### src/rtl/mul_pkg.sv
// Shared types and widths for the sequential 64x64 multiplier.
package mul_pkg;

    localparam int unsigned MUL_W  = 64;
    localparam int unsigned PROD_W = 128;
    localparam int unsigned CNT_W  = 7;

    localparam logic [CNT_W-1:0] CNT_LAST = 7'd63;

    typedef enum logic [1:0] {
        ST_IDLE = 2'd0,
        ST_EXEC = 2'd1,
        ST_DONE = 2'd2
    } state_e;

endpackage

### src/rtl/cla64.sv
// 64-bit carry look-ahead adder: 4-bit lookahead groups, group carries chained.
module cla64 (
    input  logic [63:0] a_i,
    input  logic [63:0] b_i,
    input  logic        ci_i,
    output logic [63:0] sum_c_o,
    output logic        co_c_o
);

    logic [63:0] g;
    logic [63:0] p;
    logic [63:0] c;
    logic        grp_c;
    logic [3:0]  gg;
    logic [3:0]  pp;

    assign g = a_i & b_i;
    assign p = a_i ^ b_i;

    // Per-bit carries from each group's generate/propagate and its carry-in.
    always_comb begin
        c     = '0;
        gg    = '0;
        pp    = '0;
        grp_c = ci_i;
        for (int k = 0; k < 16; k++) begin
            gg = g[4*k +: 4];
            pp = p[4*k +: 4];
            c[4*k]     = grp_c;
            c[4*k + 1] = gg[0] | (pp[0] & grp_c);
            c[4*k + 2] = gg[1] | (pp[1] & gg[0]) | (pp[1] & pp[0] & grp_c);
            c[4*k + 3] = gg[2] | (pp[2] & gg[1]) | (pp[2] & pp[1] & gg[0])
                       | (pp[2] & pp[1] & pp[0] & grp_c);
            grp_c      = gg[3] | (pp[3] & gg[2]) | (pp[3] & pp[2] & gg[1])
                       | (pp[3] & pp[2] & pp[1] & gg[0]) | (&pp & grp_c);
        end
    end

    assign sum_c_o = p ^ c;
    assign co_c_o  = grp_c;

endmodule

### src/rtl/mul64_seq.sv
// Sequential unsigned 64x64->128 shift-and-add multiplier, one cla64 step per cycle.
// Optional MUL_ZERO_SKIP_EN: zero operand at start goes straight to DONE with product 0.
module mul64_seq
    import mul_pkg::*;
#(
    parameter int unsigned W = MUL_W
) (
    input  logic             clk,
    input  logic             reset_n,
    input  logic             start,
    input  logic             clear,
    input  logic [W-1:0]     multiplicand,
    input  logic [W-1:0]     multiplier,
    output logic [2*W-1:0]   result,
    output logic             busy,
    output logic             done
);

    state_e              state_q, state_d;
    logic [W-1:0]        mcand_q, mcand_d;
    logic [PROD_W-1:0]   prod_q, prod_d;
    logic [CNT_W-1:0]    cnt_q, cnt_d;
    logic                busy_q, busy_d;
    logic                done_q, done_d;

    logic                accept_c;
    logic                zero_op_c;
    logic [W-1:0]        add_sum_c;
    logic                add_co_c;
    logic [W:0]          step_hi_c;

`ifdef MUL_ZERO_SKIP_EN
    assign zero_op_c = (multiplicand == '0) || (multiplier == '0);
`else
    assign zero_op_c = 1'b0;
`endif

    assign accept_c = start && ((state_q == ST_IDLE) || (state_q == ST_DONE));

    cla64 U0_cla64 (
        .a_i     (prod_q[PROD_W-1:W]),
        .b_i     (mcand_q),
        .ci_i    (1'b0),
        .sum_c_o (add_sum_c),
        .co_c_o  (add_co_c)
    );

    // Add the multiplicand into the upper half only when the current multiplier bit is set.
    assign step_hi_c = prod_q[0] ? {add_co_c, add_sum_c} : {1'b0, prod_q[PROD_W-1:W]};

    always_ff @(posedge clk or negedge reset_n) begin
        if (!reset_n) begin
            state_q <= ST_IDLE;
        end else begin
            state_q <= state_d;
        end
    end

    always_comb begin
        state_d = state_q;
        unique case (state_q)
            ST_IDLE, ST_DONE: begin
                if (start) state_d = zero_op_c ? ST_DONE : ST_EXEC;
            end
            ST_EXEC: begin
                if (cnt_q == CNT_LAST) state_d = ST_DONE;
            end
            default: state_d = ST_IDLE;
        endcase
        if (clear) state_d = ST_IDLE;
    end

    always_comb begin
        busy_d = (state_d == ST_EXEC);
        done_d = (state_d == ST_DONE);
    end

    // Operand capture, shift-add step and step counter.
    always_comb begin
        mcand_d = mcand_q;
        prod_d  = prod_q;
        cnt_d   = cnt_q;
        if (clear) begin
            prod_d = '0;
            cnt_d  = '0;
        end else if (accept_c) begin
            mcand_d = multiplicand;
            prod_d  = zero_op_c ? '0 : {{W{1'b0}}, multiplier};
            cnt_d   = '0;
        end else if (state_q == ST_EXEC) begin
            prod_d = {step_hi_c, prod_q[W-1:1]};
            cnt_d  = cnt_q + 7'd1;
        end
    end

    always_ff @(posedge clk or negedge reset_n) begin
        if (!reset_n) begin
            mcand_q <= '0;
            prod_q  <= '0;
            cnt_q   <= '0;
            busy_q  <= 1'b0;
            done_q  <= 1'b0;
        end else begin
            mcand_q <= mcand_d;
            prod_q  <= prod_d;
            cnt_q   <= cnt_d;
            busy_q  <= busy_d;
            done_q  <= done_d;
        end
    end

    assign result = prod_q;
    assign busy   = busy_q;
    assign done   = done_q;

endmodule

### config.mk
export PLATFORM = sky130hd
export DESIGN_NAME = mul64_seq
export DESIGN_NICKNAME = d
export VERILOG_FILES = /design/src/rtl/mul_pkg.sv /design/src/rtl/cla64.sv /design/src/rtl/mul64_seq.sv
export SDC_FILE = /design/constraint.sdc
export NUM_CORES = 1
export LEC_CHECK = 0
export ABC_CLOCK_PERIOD_IN_PS = 8000
export BUFFER_PORTS_ARGS = -buffer_cell sky130_fd_sc_hd__buf_4
export CAP_MARGIN = 20
export CORE_MARGIN = 8
export CORE_UTILIZATION = 50
export DETAILED_ROUTE_END_ITERATION = 8
export PLACE_DENSITY = 0.75
export SYNTH_ARGS = -nofsm -noshare
export SYNTH_HDL_FRONTEND = slang
export SYNTH_SLANG_ARGS = --single-unit
### constraint.sdc
create_clock -name clk -period 8 [get_ports clk]
set_input_delay 0.4 -clock clk [delete_from_list [all_inputs] [get_ports clk]]
set_output_delay 0.4 -clock clk [all_outputs]
set_load 0.02 [all_outputs]
* After elaboration in Yosys (flattened, before gate mapping) *
Cells that the tools add are included.

word-level totals
  bits in registers = 203
  latch bits = 0
  memory bits (writable) = 0
  ROM bits = 0
  output and inout port bits = 130
  memories kept = 0

operators by class
  $add $sub $neg = 1
  multiply operators = 0
  div/mod/pow operators = 0
  $lt $le $gt $ge = 0
  equality and inequality tests = 5
  shifts and indexed selects = 0
  mux-type cells = 11
  bitwise operators = 394
  reductions and logical operators = 21

operator list
  operator                                                                number
  128-bit two-way mux                                                     3
  1-bit bitwise AND                                                       234
  1-bit OR                                                                156
  64-bit bitwise XOR                                                      2
  65-bit two-way mux                                                      1
  64-bit bitwise AND                                                      1
  4-bit AND reduction                                                     15
  7-bit two-way mux                                                       3
  7-bit by 1-bit adder with 7-bit output (second input constant)          1
  7-bit by 6-bit equality test with 1-bit output (second input constant)  1
  2-bit two-way mux                                                       3
  2-bit by 1-bit equality test with 1-bit output (second input constant)  2
  2-bit equality test (second input constant)                             2
  2-bit case mux with 2 select lines                                      1
  3-bit nonzero test                                                      1
  2-bit logical NOT                                                       1
  2-bit AND reduction                                                     1
  2-bit OR reduction                                                      1
  1-bit logical AND                                                       1
  1-bit logical OR                                                        1
  1-bit inverter                                                          1

* Depth between registers and ports, before layout *
  depth in word-level cells = 40
  mapped depth = 14
  gate-level depth less buffers = 14

* Hierarchy *
A second synthesis with hierarchy kept.

second synthesis, totals
  cells, all modules = 1052
  area total of the unflattened synthesis = 11926.4 µm²

modules (own cells, without submodules)
  module     instances  cells an instance  area an instance (µm²)
  mul64_seq  1          699                8993.6
  cla64      1          353                2932.8

* Worst setup path after synthesis *
Ideal clock, no wire load.

  path kind = register to register
  from = register prod_q[85] (netlist: result[85])
  to = register prod_q[116] (netlist: result[116])
  setup time = 0.137 ns
  data arrival time = 2.955 ns
  path slack = 4.908 ns
  stages on the path, launching flop included = 15
  path buffers = 0
  clock period less this slack = 3.092 ns
  cells stage by stage = dfrtp_1 -> ha_1 -> nand4_2 -> nor4_4 -> a22oi_1 -> a21boi_1 -> nor2_1 -> a21oi_1 -> o21ai_0 -> a21oi_1 -> nor2_1 -> fa_1 -> xnor2_1 -> mux2i_1 -> o22ai_1

on the way
  longest elaborated chain between the ends = 26

RTL lines
  what                                                             RTL line                  RTL
  start, declared                                                  mul64_seq.sv:21           logic [PROD_W-1:0] prod_q, prod_d;
  start signal, assigned                                           mul64_seq.sv:105          prod_q <= prod_d;
  64-bit bitwise AND / 64-bit bitwise XOR (equally long branches)  cla64.sv:17, cla64.sv:18
  1-bit bitwise AND (on tied branches)                             cla64.sv:34, cla64.sv:35
  1-bit OR / 1-bit bitwise AND (equally long branches)             cla64.sv:34, cla64.sv:35
  1-bit OR                                                         cla64.sv:35               | (pp[3] & pp[2] & pp[1] & gg[0]) | (&pp & grp_c);
  1-bit OR *                                                       cla64.sv:35
  1-bit bitwise AND *                                              cla64.sv:35
  1-bit OR *                                                       cla64.sv:35
  1-bit bitwise AND *                                              cla64.sv:35
  [10 not listed]                                                  -
  1-bit OR *                                                       cla64.sv:35
  1-bit bitwise AND *                                              cla64.sv:30               c[4*k + 1] = gg[0] | (pp[0] & grp_c);
  1-bit OR *                                                       cla64.sv:30
  64-bit bitwise XOR *                                             cla64.sv:39               assign sum_c_o = p ^ c;
  65-bit two-way mux *                                             mul64_seq.sv:49           assign step_hi_c = prod_q[0] ? {add_co_c, add_sum_c} : {1'b0, prod_q[PROD_W-1:W]};
  128-bit two-way mux *                                            mul64_seq.sv:90           end else if (state_q == ST_EXEC) begin
  128-bit two-way mux *                                            mul64_seq.sv:86           end else if (accept_c) begin
  128-bit two-way mux *                                            mul64_seq.sv:83           if (clear) begin

Every way passes the cells marked *; elsewhere a longest branch is shown, timed or not. The select of a mux whose other input is x is not followed.
A chain may end at the register's enable or synchronous reset.

* Final worst setup path *
Same ends and word-level chain as after synthesis.

==> results.tsv <==
metric	value	unit
Post-CTS Hold Buffers	0	
std cell rows	54	
synthesized flop and latch total	203	
EDFF count, synth	0	
die width	165	um
Post-Synth Adder-Cell Area	0.102	
pre-CTS setup slack	4.51	ns
Mean Syn Cell Area	9.81	sq um
DRT antenna net count	0	
root buffer selected by CTS	clkbuf_16	
dpl hpwl	22700	um
Clock Skew	0.0144	ns
share of layout cells above drive strength 1	0.272	
drc violations	0	
Worst setup SP type	flop	
most numerous cell in the Yosys netlist	dfrtp_1	
largest family of logic cells by synthesized area	compound AO/OA/AOI/OAI gates	
core area	0.0219	sq mm
vias in the first global route	9610	
Layout fillers	1806	
R2R Setup Slk	4.43	ns
MaxCap Viol Count	0	
NumNets Final	1592	
top cell type's share of synthesized area	0.455	
largest net degree at the start of global routing	113	
Hold Crit Class	in2async	
worst endpoint data arrival time	3.94	ns
Die H	165	um
outcome	finished, final reports clean	
pwr dens	222	mW/mm^2
TritonCTS Buffers	24	
Slew Limit Fails	0	
worst skew pair latency	0.51	ns
final count of hold timing violations	0	
worst vdd ir	0.130	mV
Compound-Gate Fraction of Synth Area	0.191	
TritonRoute pass-1 iters	6	
DR WL/cell	19.3	um
Final setup viols	0	
final WL	32400	um
GRT overflow	0	
cell taking the most area after synthesis	dfrtp_1	
Post-Syn Area	0.0112	sq mm
H-tree Lvls	1	
I/O pin cnt	262	
Vias	9466	
Fin Setup TNS	0	ns
post-synthesis mux area share	0.0798	
initial DRC count	587	
Longest Clk Path Bufs	3	
GP Congestion	0.844	
initial antenna violation count	0	
post-cts resize count	0	
Ys Warns	0	
Final WS setup	4.43	ns
vias per inst	5.64	
Initial Util	0.510	
worst endpoint required time	8.37	ns
Post-Synthesis Cells	1138	
kind of critical path	reg2reg	
Seq/Total Area, Yosys	0.455	
critical path fanouts, max	4	
Setup Fix Bufs, Post-CTS	0	
reg-to-reg startpoint	result[85]	
RSZ-0062 raised after global routing	false	
FMAX	280	MHz
Syn Nets	1351	
GRT Total Usage	0.230	
Post-synth top cells	203 x dfrtp_1, 121 x o21ai_0, 117 x nand2_1	
worst slew pin tran	0.982	ns
IO buf count	261	
RR Endpoint	result[116]	
max_slew headroom	0.345	
Clk pin slew, worst setup/hold paths	0.05	ns
simple-gate area share of the yosys netlist	0.100	
crit share post-route	0.446	
Area contributors post-synth	dfrtp_1 45%, ha_1 7.3%, o21ai_0 5.4%, a21oi_1 5.0%, mux2_2 4.8%	
synth unique cells	59	
P_leak	0.00678	uW
Synth Flop Type	dfrtp_1	
Min Hold Slack	0.00628	ns
worst-case reg-to-reg path depth	14	
crit path capture type	flop	
Die Footprint	0.0274	sq mm
first-pass GRT wire length	50700	um
min Tclk post-route	3.57	ns
CTS tree	yes	
ys async rst share	1.00	
clock sink count	203	
Layout area overhead	27.1	%
Synth Area in XOR/XNOR	0.0361	
==> state kept, by name (all words and copies together), names as in the netlist <==
register	flops
result	128
busy	1
cnt_q	7
mcand_q	64
done	1
state_q	2
==> layout make-up <==
type,instances,area [sq um],area share
Antenna cell,2,5.00,0.000353
Clock buffer,39,757,0.0533
Clock inverter,5,40.0,0.00282
Inverter,49,184,0.0130
Multi-Input combinational cell,827,5710,0.403
Sequential cell,203,5080,0.358
Tap cell,280,350,0.0247
Timing Repair Buffer,274,2060,0.145
==> logic make-up after synthesis <==
family	Yosys count
xor+xnor	46
buf+inv	108
fa+ha+maj	81
mux	83
compound gates	358
simple gates	259
flops	203
==> metal layers <==
| layer | track usage | vias up | routed length, um | share of wire |
|---|---|---|---|---|
| li1 | - | 4506 | - | - |
| met1 | 0.298 | 4616 | 13300 | 0.41 |
| met2 | 0.373 | 272 | 15800 | 0.49 |
| met3 | 0.0429 | 72 | 2050 | 0.063 |
| met4 | 0.0970 | 0 | 1210 | 0.037 |
| met5 | 0 | - | 0 | 0 |
==> metrics by stage <==
stage / instance area, sq um / util / total power [uW] / instances
detailed placement: 13400 / 0.612 / 2100 / 1633
global route: 14200 / 0.648 / 3320 / 1677
finish: 14200 / 0.648 / 3160 / 1679
floorplan: 11200 / - / 1780 / 1138
global placement: 13400 / 0.612 / 2070 / 1633
CTS: 14200 / 0.648 / 3190 / 1677
==> cells in the final DEF, fill, tap and decap left out, types with 6 or more instances in the layout <==
| master | synthesis | final |
|---|---|---|
| a22o_1 | 15 | 15 |
| o22ai_1 | 20 | 20 |
| nor2_1 | 90 | 86 |
| fa_1 | 16 | 16 |
| a21o_1 | 15 | 15 |
| o21ai_1 | 9 | 9 |
| xor2_1 | 16 | 16 |
| ha_1 | 65 | 65 |
| clkbuf_8 | 0 | 11 |
| nand3_1 | 6 | 6 |
| a21oi_1 | 112 | 112 |
| o21a_1 | 9 | 9 |
| mux2_2 | 48 | 48 |
| nand2_1 | 117 | 116 |
| mux2i_1 | 35 | 35 |
| inv_1 | 49 | 49 |
| a22oi_1 | 26 | 26 |
| clkbuf_16 | 0 | 24 |
| xnor2_1 | 30 | 30 |
| o21ai_0 | 121 | 121 |
| nand4_1 | 10 | 10 |
| buf_4 | 0 | 273 |
| dfrtp_1 | 203 | 202 |
| nor3_1 | 6 | 6 |
==> power by group <==
group          total, uW  internal (uW)  switching, uW
logic                827            363            464
clock network       1080            646            429
registers           1250           1160           96.1
total               3160           2170            989
==> how the worst max path moves through the flow <==
stage	startpoint	endpoint	slack [ns]	cells after the start
3_5_place_dp	result[86]	result[116]	4.51	14
5_1_grt	result[86]	result[116]	4.06	14
6_report	result[85]	result[116]	4.43	14
3_3_place_gp	result[85]	result[116]	4.60	14
4_1_cts	result[86]	result[116]	4.49	14
2_1_floorplan	result[85]	result[116]	4.91	14
==> critical path, cell delays in order (launching register included) <==
cell and delay, ns:
dfrtp_1 0.41, ha_1 0.38, nand4_2 0.17, nor4_4 0.39
a22oi_1 0.17, a21boi_1 0.42, nor2_1 0.12, a21oi_1 0.20
o21ai_0 0.13, a21oi_1 0.22, nor2_1 0.08, fa_1 0.38
xnor2_1 0.14, mux2i_1 0.12, o22ai_1 0.10
Note: power is estimated with default switching activity, not from simulation.
